--- src/rtl/pong_pkg.sv ---
// Shared encodings for the pingpong match controller and the blocks that
// consume its game state and winner outputs.
package pong_pkg;

  localparam int STATE_W = 3;

  localparam logic [STATE_W-1:0] S_P1_SERVE = 3'd0;
  localparam logic [STATE_W-1:0] S_P2_SERVE = 3'd1;
  localparam logic [STATE_W-1:0] S_PLAYING  = 3'd2;
  localparam logic [STATE_W-1:0] S_PAUSED   = 3'd3;
  localparam logic [STATE_W-1:0] S_END      = 3'd4;

  localparam logic [1:0] W_NONE = 2'd0;
  localparam logic [1:0] W_P1   = 2'd1;
  localparam logic [1:0] W_P2   = 2'd2;
  localparam logic [1:0] W_DRAW = 2'd3;

endpackage

--- src/rtl/pong_btn_edge.sv ---
// Registered rising-edge detector. A level already high when reset releases
// must drop once before it can produce an edge.
module pong_btn_edge (
  input  logic clk,
  input  logic reset,
  input  logic in_i,
  output logic rise_o
);

  logic hist_q;
  logic armed_q;

  always_ff @(posedge clk) begin
    if (reset) begin
      hist_q  <= 1'b0;
      armed_q <= 1'b0;
    end else begin
      hist_q <= in_i;
      if (!in_i) begin
        armed_q <= 1'b1;
      end
    end
  end

  assign rise_o = in_i & ~hist_q & armed_q;

endmodule

--- src/rtl/pong_match_ctrl.sv ---
// Match controller: owns game state, both scores and the winner. Scoring,
// win and serve decisions are combinational; all outputs are registered.
module pong_match_ctrl
  import pong_pkg::*;
#(
  parameter int SCORE_W     = 4,
  parameter int GOAL_POINTS = 7,
  parameter int WIN_BY_TWO  = 0,
  parameter int SERVE_MODE  = 0,
  parameter int SERVE_ROT   = 2,
  parameter int X_W         = 10,
  parameter int P1_BOARD_X  = 150,
  parameter int P2_BOARD_X  = 490,
  parameter int TIME_W      = 6,
  parameter int GAME_TIMES  = 60
) (
  input  logic               clk,
  input  logic               reset,
  input  logic               p1l,
  input  logic               p1r,
  input  logic               p2l,
  input  logic               p2r,
  input  logic               pause,
  input  logic [X_W-1:0]     ball_x,
  input  logic [TIME_W-1:0]  time_cnt,
  output logic [STATE_W-1:0] game_state,
  output logic [SCORE_W-1:0] p1_score,
  output logic [SCORE_W-1:0] p2_score,
  output logic [1:0]         winner,
  output logic               point_pulse
);

  localparam int SCORE_MAX = (1 << SCORE_W) - 1;
  localparam logic [SCORE_W-1:0] SCORE_ONE = 1;

  logic serve_p1, serve_p2, pause_e;
  logic goal_p1, goal_p2, timeout;

  logic [STATE_W-1:0] state_q, state_d;
  logic [SCORE_W-1:0] p1_q, p1_d, p2_q, p2_d;
  logic [SCORE_W-1:0] n1, n2;
  logic [1:0]         winner_q, winner_d;
  logic               pulse_q, pulse_d;

  pong_btn_edge u_edge_p1 (.clk(clk), .reset(reset), .in_i(p1l | p1r), .rise_o(serve_p1));
  pong_btn_edge u_edge_p2 (.clk(clk), .reset(reset), .in_i(p2l | p2r), .rise_o(serve_p2));
  pong_btn_edge u_edge_pa (.clk(clk), .reset(reset), .in_i(pause),     .rise_o(pause_e));

  assign goal_p1 = int'(ball_x) > P2_BOARD_X;
  assign goal_p2 = int'(ball_x) < P1_BOARD_X;
  assign timeout = int'(time_cnt) >= GAME_TIMES;

  function automatic logic [SCORE_W-1:0] sat_inc(input logic [SCORE_W-1:0] s);
    return (int'(s) == SCORE_MAX) ? s : s + SCORE_ONE;
  endfunction

  // A saturated score can no longer grow, so it wins even without a two-point lead.
  function automatic logic wins(input logic [SCORE_W-1:0] s, input logic [SCORE_W-1:0] o);
    return (int'(s) >= GOAL_POINTS) &&
           ((WIN_BY_TWO == 0) || (int'(s) >= int'(o) + 2) || (int'(s) == SCORE_MAX));
  endfunction

  function automatic logic [1:0] timeout_winner(input logic [SCORE_W-1:0] a,
                                                input logic [SCORE_W-1:0] b);
    if (a > b) return W_P1;
    if (a < b) return W_P2;
    return W_DRAW;
  endfunction

  function automatic logic [STATE_W-1:0] rot_server(input logic [SCORE_W-1:0] a,
                                                    input logic [SCORE_W-1:0] b);
    int turn;
    turn = (int'(a) + int'(b)) / SERVE_ROT;
    return (turn % 2 == 0) ? S_P1_SERVE : S_P2_SERVE;
  endfunction

  always_comb begin
    state_d  = state_q;
    p1_d     = p1_q;
    p2_d     = p2_q;
    winner_d = winner_q;
    pulse_d  = 1'b0;
    n1       = p1_q;
    n2       = p2_q;
    case (state_q)
      S_P1_SERVE, S_P2_SERVE: begin
        if (timeout) begin
          state_d  = S_END;
          winner_d = timeout_winner(p1_q, p2_q);
        end else if ((state_q == S_P1_SERVE) ? serve_p1 : serve_p2) begin
          state_d = S_PLAYING;
        end
      end
      S_PLAYING: begin
        if (goal_p1 || goal_p2) begin
          if (goal_p1) n1 = sat_inc(p1_q);
          else         n2 = sat_inc(p2_q);
          p1_d    = n1;
          p2_d    = n2;
          pulse_d = 1'b1;
          // Timeout is judged on the scores that include this goal.
          if (goal_p1 && wins(n1, n2)) begin
            state_d  = S_END;
            winner_d = W_P1;
          end else if (goal_p2 && wins(n2, n1)) begin
            state_d  = S_END;
            winner_d = W_P2;
          end else if (timeout) begin
            state_d  = S_END;
            winner_d = timeout_winner(n1, n2);
          end else if (SERVE_MODE == 0) begin
            state_d = goal_p1 ? S_P2_SERVE : S_P1_SERVE;
          end else begin
            state_d = rot_server(n1, n2);
          end
        end else if (timeout) begin
          state_d  = S_END;
          winner_d = timeout_winner(p1_q, p2_q);
        end else if (pause_e) begin
          state_d = S_PAUSED;
        end
      end
      S_PAUSED: begin
        if (timeout) begin
          state_d  = S_END;
          winner_d = timeout_winner(p1_q, p2_q);
        end else if (pause_e) begin
          state_d = S_PLAYING;
        end
      end
      default: begin
      end
    endcase
  end

  always_ff @(posedge clk) begin
    if (reset) begin
      state_q  <= S_P1_SERVE;
      p1_q     <= '0;
      p2_q     <= '0;
      winner_q <= W_NONE;
      pulse_q  <= 1'b0;
    end else begin
      state_q  <= state_d;
      p1_q     <= p1_d;
      p2_q     <= p2_d;
      winner_q <= winner_d;
      pulse_q  <= pulse_d;
    end
  end

  assign game_state  = state_q;
  assign p1_score    = p1_q;
  assign p2_score    = p2_q;
  assign winner      = winner_q;
  assign point_pulse = pulse_q;

endmodule

--- config.mk ---
export PLATFORM = sky130hd
export DESIGN_NAME = pong_match_ctrl
export DESIGN_NICKNAME = d
export VERILOG_FILES = /design/src/rtl/pong_pkg.sv /design/src/rtl/pong_btn_edge.sv /design/src/rtl/pong_match_ctrl.sv
export SDC_FILE = /design/constraint.sdc
export NUM_CORES = 1
export LEC_CHECK = 0
export ABC_AREA = 0
export BUFFER_PORTS_ARGS = -buffer_cell sky130_fd_sc_hd__buf_2
export CAP_MARGIN = 20
export CORE_ASPECT_RATIO = 2
export CORE_MARGIN = 4
export CORE_UTILIZATION = 55
export CTS_BUF_LIST = sky130_fd_sc_hd__clkbuf_8
export CTS_CLUSTER_DIAMETER = 120
export DETAILED_ROUTE_END_ITERATION = 8
export PLACE_DENSITY = 0.82
export SYNTH_ARGS = -nofsm -noshare
export SYNTH_HDL_FRONTEND = slang
export SYNTH_SLANG_ARGS = --single-unit
--- constraint.sdc ---
create_clock -name clk -period 2.9 [get_ports clk]
set_clock_uncertainty 0.1 [all_clocks]
set_input_delay 0.145 -clock clk [delete_from_list [all_inputs] [get_ports clk]]
set_output_delay 0.145 -clock clk [all_outputs]
set_load 0.05 [all_outputs]
Word-level counts from Yosys, hierarchy flattened
Index checks and enable logic that the tools add are counted.
Widths: inputs -> output; s select.
Storage, ports and cells
  register bits after elaboration: 20
  bits of input ports: 23
  output and inout port bits: 14
  word-level logic and storage cells: 128
Operators by class
  add/subtract/negate cells: 2
  $lt $le $gt $ge: 9
  equality and inequality tests: 12
  mux-type cells: 72
  bitwise logic cells: 12
  reductions and logical operators: 10
Operator list (number)
  $mux 2: 19
  $mux 1: 33
  $mux 4: 8
  $mux 3: 10
  $gt 10x9->1 const B: 1
  $lt 10x8->1 const B: 1
  $ne 3x3->1 const B: 3
  $pmux 3 s3: 1
  $add 4x1->4 const B: 2
  $eq 4x1->1 const B: 2
  $ge 4x3->1 const B: 2
  $gt 4x4->1: 2
  $lt 4x4->1: 2
  $ne 4x4->1 const B: 2
  $and 1x1->1: 6
  $eq 3x2->1 const B: 2
  $ge 6x6->1 const B: 1
  $pmux 2 s3: 1
  $reduce_and 5->1: 1
  $ne 2x2->1 const B: 2
  $not 1->1: 4
  $reduce_and 4->1: 1
  $reduce_or 2->1: 2
  $eq 3x1->1 const B: 1
  other kinds (6): 8

Depth between registers and ports, before layout
Gate-level depths: netlist of run 1.
  word-level depth: 25
  depth in mapped cells: 10
  gate-level depth less buffers: 10

By module
Synthesis of run 1 repeated with hierarchy kept, for this count alone.
Unflattened totals
  cells, all modules: 183
  area, all modules: 1496.4 µm²
Modules (own cells, without submodules)
  pong_match_ctrl: times used 1, cells an instance 162, area an instance 1308.8 µm², seq. area each 280.3 µm²
  pong_btn_edge: times used 3, cells an instance 7, area an instance 62.6 µm², seq. area each 40.0 µm²

Least setup slack after synthesis of run 1
OpenSTA, ideal clock, no wires.
  path type: flip-flop to flip-flop
  start point: reg p2_q[0] (netlist: p2_score[0])
  end point: reg winner_q[0] (netlist: winner[0])
  library setup time: 0.067 ns
  arrival: 2.562 ns
  data required time: 2.733 ns
  setup slack: 0.170 ns
  cell stages (with the launch flop): 10
  path buffers: 0
  clock period less this slack: 2.730 ns
  cell sequence: dfxtp_1 -> ha_1 -> and3_1 -> nor2_1 -> xor2_1 -> ha_1 -> a221o_1 -> o2bb2ai_1 -> a211o_1 -> a21oi_2
Between the ends
  word-level cells in the longest chain between the ends: 20
  elaborated cells on any way between the ends: 62
  classes of those cells: add/sub (1); order compare (5); eq/ne (2); mux (52); reduce/logical (2)
Ends and longest elaborated chain
  start, declared: line pong_match_ctrl.sv:40  | logic [SCORE_W-1:0] p1_q, p1_d, p2_q, p2_d;
  start signal, assigned: line pong_match_ctrl.sv:146  | p2_q <= p2_d;
  $add 4x1->4 or $eq 4x1->1 (tied branches): line pong_match_ctrl.sv:54  | return (int'(s) == SCORE_MAX) ? s : s + SCORE_ONE;
  $mux 4: line pong_match_ctrl.sv:54
  $mux 4: line pong_match_ctrl.sv:96  | if (goal_p1) n1 = sat_inc(p1_q);
  $mux 4: line pong_match_ctrl.sv:95  | if (goal_p1 || goal_p2) begin
  $mux 4: line pong_match_ctrl.sv:85  | case (state_q)
  $lt 4x4->1: line pong_match_ctrl.sv:66  | if (a < b) return W_P2;
  $mux 1 (2 in series): line pong_match_ctrl.sv:66
  $mux 1: line pong_match_ctrl.sv:108  | end else if (timeout) begin
  (+3 left out)
  $mux 1: line pong_match_ctrl.sv:85
  $mux 2: line pong_match_ctrl.sv:67  | return W_DRAW;
  $mux 2: line pong_match_ctrl.sv:66
  $mux 2: line pong_match_ctrl.sv:108
  $mux 2: line pong_match_ctrl.sv:105  | end else if (goal_p2 && wins(n2, n1)) begin
  $mux 2: line pong_match_ctrl.sv:102  | if (goal_p1 && wins(n1, n2)) begin
  $mux 2: line pong_match_ctrl.sv:95
  $pmux 2 s3: line pong_match_ctrl.sv:85
  end signal, assigned: line pong_match_ctrl.sv:147  | winner_q <= winner_d;
  end, declared: line pong_match_ctrl.sv:42  | logic [1:0] winner_q, winner_d;
Several ways; a longest one is shown, not always the timed one. The select of a mux whose other input is x is not followed.
A chain may end at the register's enable or synchronous reset.

Final worst setup path of run 1
  start point: reg p2_q[1] (netlist: p2_score[1])
  end point: reg winner_q[1] (netlist: winner[1])
The elaborated chain is that of the path after synthesis.

==> metrics.yaml, run 1 <==
rr_startpoint: "p2_score[1]"
dp.final_hpwl_um: 3210
hold_viol: 0
leakagePower_uw: 0.000723
ir_drop_v: 0.000490
setup_viol: 0
synth_top_area_share_pct: 27.0
timing.final.crit_share_pct: 91.2
instances_no_fill: 248
min_path_type: "input port to register"
critPathLaunch: "p2_score[1]"
fmax_mhz: 378
cts_resized: 0
htreeDepth: 1
synth_area_mm2: 0.00148
path_class: "register to register"
synthToLayoutAreaGrowth_pct: 18.9
first_iter_violations: 40
worst_slew_pin_slew_ns: 0.482
grt_max_degree: 23
vias: 1582
grt_first_pass_wirelength_um: 6980
final_layout_size_suffix_gt1_share_pct: 26.8
syn-num-nets: 212
cts_setup_buffers: 0
crit_end: "winner[1]"
clock_sinks: 20
dieArea_mm2: 0.00364
r2r_cells: 8
ys_seq_area_share_pct: 27.0
cp_max_fo: 7
start_util_pct: 57.6
reg2reg_to: "winner[1]"
grt_pass1_vias: 1645
drv_cap: 0
p_per_area_mw_per_mm2: 707
clk_pin_slew_worst_paths_ns: 0.07
r2r_slack_ns: 0.25
period_needed_ns: 2.65
rsz0062_at_grt: "no"
clk_path_buf_depth: 2
synthCells: 182
antenna_found_initial: 0
avgSynthCellArea_um2: 8.14
yosysTopAreaCell: "dfxtp_1"
ys_types: 55
postRouteAntennaNets: 0
holdWs_ns: 0.00657
dieHeight_um: 81.4
slew_violations: 0
portBuffers: 34
wirelength_um: 4080
cts_tree: "yes"
fp-row-count: 26
drc: 0
synth.top_cells.by_area: "dfxtp_1 (27%), nor2_1 (6.8%), ha_1 (5.9%)"
ys_seq_elements: 20
gp_congestion: 0.892
grt_overflow: 0
grt_use_total_pct: 25.2
cts_hold_buf: 1
ys_warn_count: 0
drtPass1Iterations: 4
placed_cells: 243
core_mm2: 0.00257
numCtsBuffers: 3
outcome: "completed"
critPathRequiredTime_ns: 2.94
n_antenna_cell: 0
worstPathArrival_ns: 2.68
start_kind: "register"
final_cell_mix: "buf_2 (34), nor2_1 (27), dfxtp_1 (20)"
drt-wirelength-per-cell_um: 16.5
maxSlewHeadroom_pct: 67.6
nets: 251
final_common_cell: "buf_2"
pin_count: 37
tns_ns: 0
chipWidth_um: 44.7
endpoint_kind: "register"
insertion_delay_ns: 0.26
cts_root_buffer: "clkbuf_8"
viasPerCell: 6.38
critical path, cell delays in order, from the launching register on:
cell and delay [ns]:
dfxtp_1 0.38, ha_1 0.30, and3_1 0.25, o31ai_1 0.45
a21oi_1 0.18, a221o_1 0.30, o2bb2ai_1 0.16, a311oi_1 0.29
o41ai_1 0.12
cell type report:
type | instances | area (µm²)
well taps | 28 | 35.0
inverters | 7 | 26.3
fillers | 225 | 808
flip-flops and latches | 20 | 400
multi-input cells | 150 | 1030
clock buffers | 4 | 55.1
repair buffers | 39 | 210
registers in the layout, summed over array words and instances (netlist names), 2 cells and up:
name,cells
game_state,3
p2_score,4
p1_score,4
winner,2
metal layers:
metal / up-vias / GRT usage (%) / part of all wire, %
li1: 758 / - / -
met1: 734 / 24.0 / 36
met2: 69 / 45.8 / 53
met3: 21 / 3.10 / 5.1
met4: 0 / 19.6 / 6.0
met5: - / 0 / 0
synthesized netlist by cell type, drive strengths merged:
cell type and count:
a221o 1, or2 1, o221ai 2, nand2b 4, o211ai 1, nand4 4, nand2 13, o31ai 4
o2111ai 1, mux2i 1, nor2 27, a21oi 19, a211oi 5, xnor2 2, o21ai 6, nand3 9
clkbuf 4, a31oi 1, a41oi 1, a211o 3, a21o 2, and3 4, and2 1, o32ai 1
nand4bb 1, nand3b 2, o22ai 1, xor2 3, nor4 1, a311oi 2, ha 7, nor3 6
a21boi 1, and4 1, o2bb2ai 1, inv 7, and3b 1, o41ai 2, nor2b 4, mux2 1
and4b 1, dfxtp 20, o21a 2, buf 1
through the flow:
step           total power (µW)  utilization (%)  instance area, µm²  worst slack (ns)
2_1_floorplan               853                -                1480             0.170
3_3_place_gp               1000             66.0                1700             0.408
3_5_place_dp               1030             66.0                1700             0.302
4_1_cts                    1240             68.5                1760             0.252
5_1_grt                    1330             68.5                1760           0.00893
6_report                   1250             68.5                1760             0.254
report_power, final:
group          switching, µW  total, µW  internal [µW]
sequential              56.3        381            324
clock                   91.1        212            121
combinational            423        652            229
total                    570       1250            675
worst min-delay path by stage:
stage                     start           endpoint  slack [ns]  cells past startpoint
after floorplan           pause  u_edge_pa.armed_q        0.14                      1
after global placement    pause  u_edge_pa.armed_q        0.25                      2
after detailed placement  pause  u_edge_pa.armed_q        0.26                      2
after CTS                   p1l   u_edge_p1.hist_q       0.007                      3
after global routing        p1l   u_edge_p1.hist_q        0.02                      3
final                       p2l   u_edge_p2.hist_q       0.007                      3
logic make-up after synthesis:
| kind of cell | share of synthesized area, % |
|---|---|
| buffers and inverters | 3.12 |
| and+or+nand+nor | 29.5 |
| xor gates and xnor gates | 2.96 |
| DFF | 27.0 |
| muxes | 1.69 |
| adders and majority gates | 5.91 |
| AOI/OAI and AO/OA | 29.8 |
(Power assumes the default switching activity.)
==> inputs of run 2 (changes only) <==
Settings changed: BUFFER_PORTS_ARGS -buffer_cell sky130_fd_sc_hd__buf_2 to default, CORE_UTILIZATION 55 to 40, DONT_BUFFER_PORTS from default to 1, PLACE_DENSITY 0.82 to default.
==> run 2 against run 1 <==
Flip-flop and latch count unchanged. Combinational power shrank 12%. Worst setup slack better by 0.12 ns. Wire length shrank 1.9%. Final cell count increased by 0.40%. Cell area decreased by 0.57%. Sequential power is 13% higher. Largest power group unchanged. Critical endpoint unchanged.
==> metrics.yaml, run 2 (synthesis results as in run 1) <==
outcome: "completed"  # unchanged
first_iter_violations: 15  # was 40
cts_root_buffer: "clkbuf_8"  # unchanged
cts_resized: 0  # unchanged
core_mm2: 0.00361  # was 0.00257 mm²
slew_violations: 0  # unchanged
drc: 0  # unchanged
r2r_slack_ns: 0.37  # was 0.25 ns
fp-row-count: 31  # was 26
fillCellCount: 359  # was 225
reg2reg_to: "winner[1]"  # unchanged
final_cell_mix: "nor2_1 (27), dfxtp_1 (20), a21oi_1 (14)"  # was buf_2 (34), nor2_1 (27), dfxtp_1 (20)
viasPerCell: 5.97  # was 6.38
postRouteAntennaNets: 0  # unchanged
htreeDepth: 1  # unchanged
crit_end: "winner[1]"  # unchanged
cp.depth: 8  # unchanged
grt_max_degree: 23  # unchanged
final_layout_size_suffix_gt1_share_pct: 17.0  # was 26.8%
rr_startpoint: "p2_score[0]"  # was p2_score[1]
setup_viol: 0  # unchanged
p_per_area_mw_per_mm2: 730  # was 707 mW/mm²
grt_pass1_vias: 1599  # was 1645
fmax_mhz: 396  # was 378 MHz
worst_path_max_delay_cell: "o31ai_1"  # unchanged
ir_drop_v: 0.000554  # was 0.000490 V
cpPeakStageDelay_ns: 0.44  # was 0.45 ns
worstPathArrival_ns: 2.55  # was 2.68 ns
vias: 1487  # was 1582
rsz0062_at_grt: "no"  # unchanged
tns_ns: 0  # unchanged
maxSlewHeadroom_pct: 47.5  # was 67.6%
n_antenna_cell: 0  # unchanged
r2r_cells: 8  # unchanged
dieHeight_um: 94.1  # was 81.4 µm
synthToLayoutAreaGrowth_pct: 18.2  # was 18.9%
endpoint_kind: "register"  # unchanged
min_path_type: "input port to register"  # unchanged
clock_sinks: 20  # unchanged
numCtsBuffers: 3  # unchanged
crit_family: "compound AO/OA/AOI/OAI gates"  # unchanged
hold_viol: 0  # unchanged
timing.final.crit_share_pct: 87.2  # was 91.2%
drtPass1Iterations: 4  # unchanged
clk_pin_slew_worst_paths_ns: 0.07  # about the same
grt_use_total_pct: 18.2  # was 25.2%
critPathLaunch: "p2_score[0]"  # was p2_score[1]
leakagePower_uw: 0.000649  # was 0.000723 µW
period_needed_ns: 2.53  # was 2.65 ns
path_class: "register to register"  # unchanged
pin_count: 37  # unchanged
grt_overflow: 0  # unchanged
drv_cap: 0  # unchanged
drt-wirelength-per-cell_um: 16.1  # was 16.5 µm
start_kind: "register"  # unchanged
gp_congestion: 0.907  # was 0.892
portBuffers: 0  # was 34
crit_buf_inv: 0  # unchanged
worst_slew_pin_slew_ns: 0.785  # was 0.482 ns
cts_tree: "yes"  # unchanged
clk_path_buf_depth: 2  # unchanged
dp.final_hpwl_um: 3250  # was 3210 µm
chipWidth_um: 51.0  # was 44.7 µm
dieArea_mm2: 0.00480  # was 0.00364 mm²
grt_first_pass_wirelength_um: 6760  # was 6980 µm
critPathRequiredTime_ns: 2.92  # was 2.94 ns
start_util_pct: 41.1  # was 57.6%
final_common_cell: "nor2_1"  # was buf_2
insertion_delay_ns: 0.26  # about the same
fin_util_pct: 48.6  # was 68.5%
wirelength_um: 4010  # was 4080 µm
path_cells: "ha_1 -> and3_1 -> o31ai_1 -> a21oi_1 -> a221o_1 -> o2bb2ai_1 -> a311oi_1 -> o41ai_1"  # unchanged
antenna_found_initial: 0  # unchanged
cp_max_fo: 5  # was 7
nets: 231  # was 251
## run 2: cell types whose count changed in the layout (fill, tap and decap cells not counted)
| cell | delta |
|---|---|
| buf_4 | +9 |
| buf_2 | -34 |
| clkbuf_8 | -1 |
| dlygate4sd3_1 | +5 |
| bufinv_16 | +1 |
## run 2: per-stage QoR
stage,instance area [µm²],hold WS (ns),instances,total power [µW],worst slack (ns)
floorplan,1480,0.141,182,853,0.170
global placement,1620,0.112,239,981,0.485
detailed placement,1620,0.112,239,996,0.435
CTS,1750,0.0269,249,1290,0.372
global route,1750,0.0526,249,1370,0.166
finish,1750,0.0435,249,1280,0.372
## run 2: routing by layer
layer / up-vias / part of all wire [%] / global-route usage, %
li1: 713 / - / -
met1: 700 / 35 / 16.6
met2: 53 / 54 / 33.1
met3: 21 / 6.0 / 3.50
met4: 0 / 5.8 / 15.1
met5: - / 0 / 0
## run 2: worst min-delay path by stage
stage	from	endpoint	cells past startpoint
2_1_floorplan	pause	u_edge_pa.armed_q	1
3_3_place_gp	reset	winner[0]	1
3_5_place_dp	reset	winner[0]	1
4_1_cts	time_cnt[4]	game_state[2]	2
5_1_grt	time_cnt[4]	game_state[2]	2
6_report	time_cnt[4]	game_state[2]	2
## run 2: where the power goes
part           switching [µW]  internal (µW)
sequential                106            324
combinational             354            219
clock                    90.9            184
total                     551            728
## run 2: repair_timing
action                                  4_1_cts  5_1_grt
buffers inserted                              0        0
endpoints found under the setup margin        0        0
hold buffers                                  6        0
endpoints found under the hold margin        20        0
## run 2: final cells by class
cell class	count	area [µm²]	area share (%)
Multi-Input combinational cell	150	1030	59.1
Sequential cell	20	400	22.9
Timing Repair Buffer	19	158	9.00
Tap cell	49	61.3	3.50
Clock buffer	3	41.3	2.36
Clock inverter	1	30.0	1.71
Inverter	7	26.3	1.50
==> inputs of run 3 (changes only) <==
Settings changed: ABC_AREA 0 to default, SETUP_SLACK_MARGIN from default to 0.5.
==> run 3 against run 2 <==
Via count is 1.3% higher. Critical path depth grew 1. Non-clock buffer count grew 14. Cell area grew 14%. Global-route usage is 0.20 points lower. Critical endpoint is now winner[0]. Clock power about the same.
==> metrics.yaml, run 3 (synthesis results as in run 1) <==
outcome: "completed"  # unchanged
maxSlewHeadroom_pct: 65.4  # was 47.5%
pin_count: 37  # unchanged
met2_length_um: 2400  # was 2150 µm
wl_met1_um: 1460  # was 1390 µm
r2r_cells: 9  # was 8
clk_pin_slew_worst_paths_ns: 0.07  # about the same
cp_max_fo: 7  # was 5
p_sw_share_pct: 42.2  # was 43.1%
core_mm2: 0.00361  # unchanged
setup_viol: 0  # unchanged
htreeDepth: 1  # unchanged
hp-start: "time_cnt[4]"  # unchanged
portBuffers: 0  # unchanged
final_cell_mix: "nor2_1 (27), buf_4 (19), dlygate4sd3_1 (14)"  # was nor2_1 (27), dfxtp_1 (20), a21oi_1 (14)
final_layout_size_suffix_gt1_share_pct: 29.0  # was 17.0%
combPwrFrac_pct: 47.2  # was 44.9%
hold_viol: 0  # unchanged
wirelength_um: 4200  # was 4010 µm
cts_tree: "yes"  # unchanged
n_antenna_cell: 0  # unchanged
grt_use_total_pct: 18.0  # was 18.2%
clk_path_buf_depth: 2  # unchanged
vias: 1507  # was 1487
p_int_uw: 771  # was 728 µW
insertion_delay_ns: 0.26  # about the same
grt_pass1_vias: 1511  # was 1599
postRouteAntennaNets: 0  # unchanged
wl_met3_um: 192  # was 240 µm
synthToLayoutAreaGrowth_pct: 34.4  # was 18.2%
p_seq_share_pct: 32.1  # was 33.6%
power_uw: 1330  # was 1280 µW
ir_drop_v: 0.000619  # was 0.000554 V
hold_depth: 2  # unchanged
clock_sinks: 20  # unchanged
dieHeight_um: 94.1  # unchanged
critPathRequiredTime_ns: 2.99  # was 2.92 ns
viasPerCell: 5.73  # was 5.97
maxUsedRoutingLayer: "met4"  # unchanged
chipWidth_um: 51.0  # unchanged
endpoint_kind: "register"  # unchanged
grt_first_pass_wirelength_um: 6630  # was 6760 µm
grt_overflow: 0  # unchanged
start_kind: "register"  # unchanged
worstPathArrival_ns: 2.43  # was 2.55 ns
slew_violations: 0  # unchanged
reg2reg_to: "winner[0]"  # was winner[1]
rr_startpoint: "p2_score[1]"  # was p2_score[0]
hold_end: "game_state[2]"  # unchanged
leakagePower_uw: 0.000738  # was 0.000649 µW
dieArea_mm2: 0.00480  # unchanged
rsz0062_at_grt: "yes"  # was no
first_iter_violations: 24  # was 15
drv_cap: 0  # unchanged
dp.final_hpwl_um: 3180  # was 3250 µm
p_per_area_mw_per_mm2: 670  # was 730 mW/mm²
fmax_mhz: 428  # was 396 MHz
drtPass1Iterations: 4  # unchanged
r2r_slack_ns: 0.56  # was 0.37 ns
grt_max_degree: 15  # was 23
numCtsBuffers: 3  # unchanged
gp_congestion: 0.940  # was 0.907
cts_root_buffer: "clkbuf_8"  # unchanged
timing.final.crit_share_pct: 80.5  # was 87.2%
antenna_found_initial: 0  # unchanged
start_util_pct: 41.1  # unchanged
path_class: "register to register"  # unchanged
worst_slew_pin_slew_ns: 0.518  # was 0.785 ns
period_needed_ns: 2.34  # was 2.53 ns
drc: 0  # unchanged
switchingPower_uw: 563  # was 551 µW
final_common_cell: "nor2_1"  # unchanged
drt-wirelength-per-cell_um: 16.0  # was 16.1 µm
clockPowerShare_pct: 20.7  # was 21.5%
fp-row-count: 31  # unchanged
tns_ns: 0  # unchanged
nets: 245  # was 231
min_path_type: "input port to register"  # unchanged
## run 3: final cells by class
type                            instances  area, µm²
Tap cell                               49       61.3
Sequential cell                        20        417
Timing Repair Buffer                   33        283
Clock inverter                          1       30.0
Inverter                                7       26.3
Clock buffer                            3       41.3
Fill cell                             355       1620
Multi-Input combinational cell        150       1130
## run 3: worst max path at each step
stage / startpoint / end / cells past startpoint / slack [ns]
6_report: p2_score[1] / winner[0] / 9 / 0.56
5_1_grt: p1_score[3] / winner[0] / 8 / 0.47
4_1_cts: p2_score[1] / winner[0] / 9 / 0.50
3_5_place_dp: p2_score[1] / winner[0] / 8 / 0.31
3_3_place_gp: p2_score[1] / winner[1] / 8 / 0.34
2_1_floorplan: p1_score[2] / winner[0] / 8 / 0.51
## run 3: worst max-delay path, stage by stage (launching register included)
cell       delay [ns]
dfxtp_4          0.50
ha_4             0.19
and3_4           0.21
nor2_1           0.07
xor2_1           0.14
ha_1             0.19
a221o_1          0.34
o2bb2ai_2        0.13
a211o_1          0.28
a21oi_2          0.11
## run 3: through the flow
step	cells	setup WS, ns	hold WS (ns)	instance area (µm²)	util (%)
2_1_floorplan	182	0.510	0.141	1490	-
4_1_cts	258	0.500	0.0433	1880	52.2
6_report	263	0.564	0.0521	1990	55.2
3_5_place_dp	238	0.312	0.113	1630	45.1
3_3_place_gp	238	0.342	0.111	1630	45.1
5_1_grt	263	0.473	0.0849	1990	55.2
## run 3: metal layers
metal / global-route usage (%) / up-vias
met2: 35.2 / 43
met5: 0 / -
met4: 10.3 / 0
met3: 2.23 / 11
li1: - / 742
met1: 16.9 / 711
## run 3: power groups by stage
stage	registers, µW	logic (µW)	clock network (µW)
after floorplan	534	324	0
after global placement	430	549	0
after detailed placement	431	562	0
after CTS	428	598	287
after global routing	434	690	297
final	429	629	276
## run 3: repair_timing
| item | CTS | global route |
|---|---|---|
| setup buffers | 2 | 5 |
| cloned | 0 | 0 |
| hold buffers | 14 | 0 |
| endpoints found under the hold margin | 20 | 0 |
| endpoints found under the setup margin | 2 | 6 |
| pin swaps | 1 | 9 |
| resized for setup | 6 | 16 |
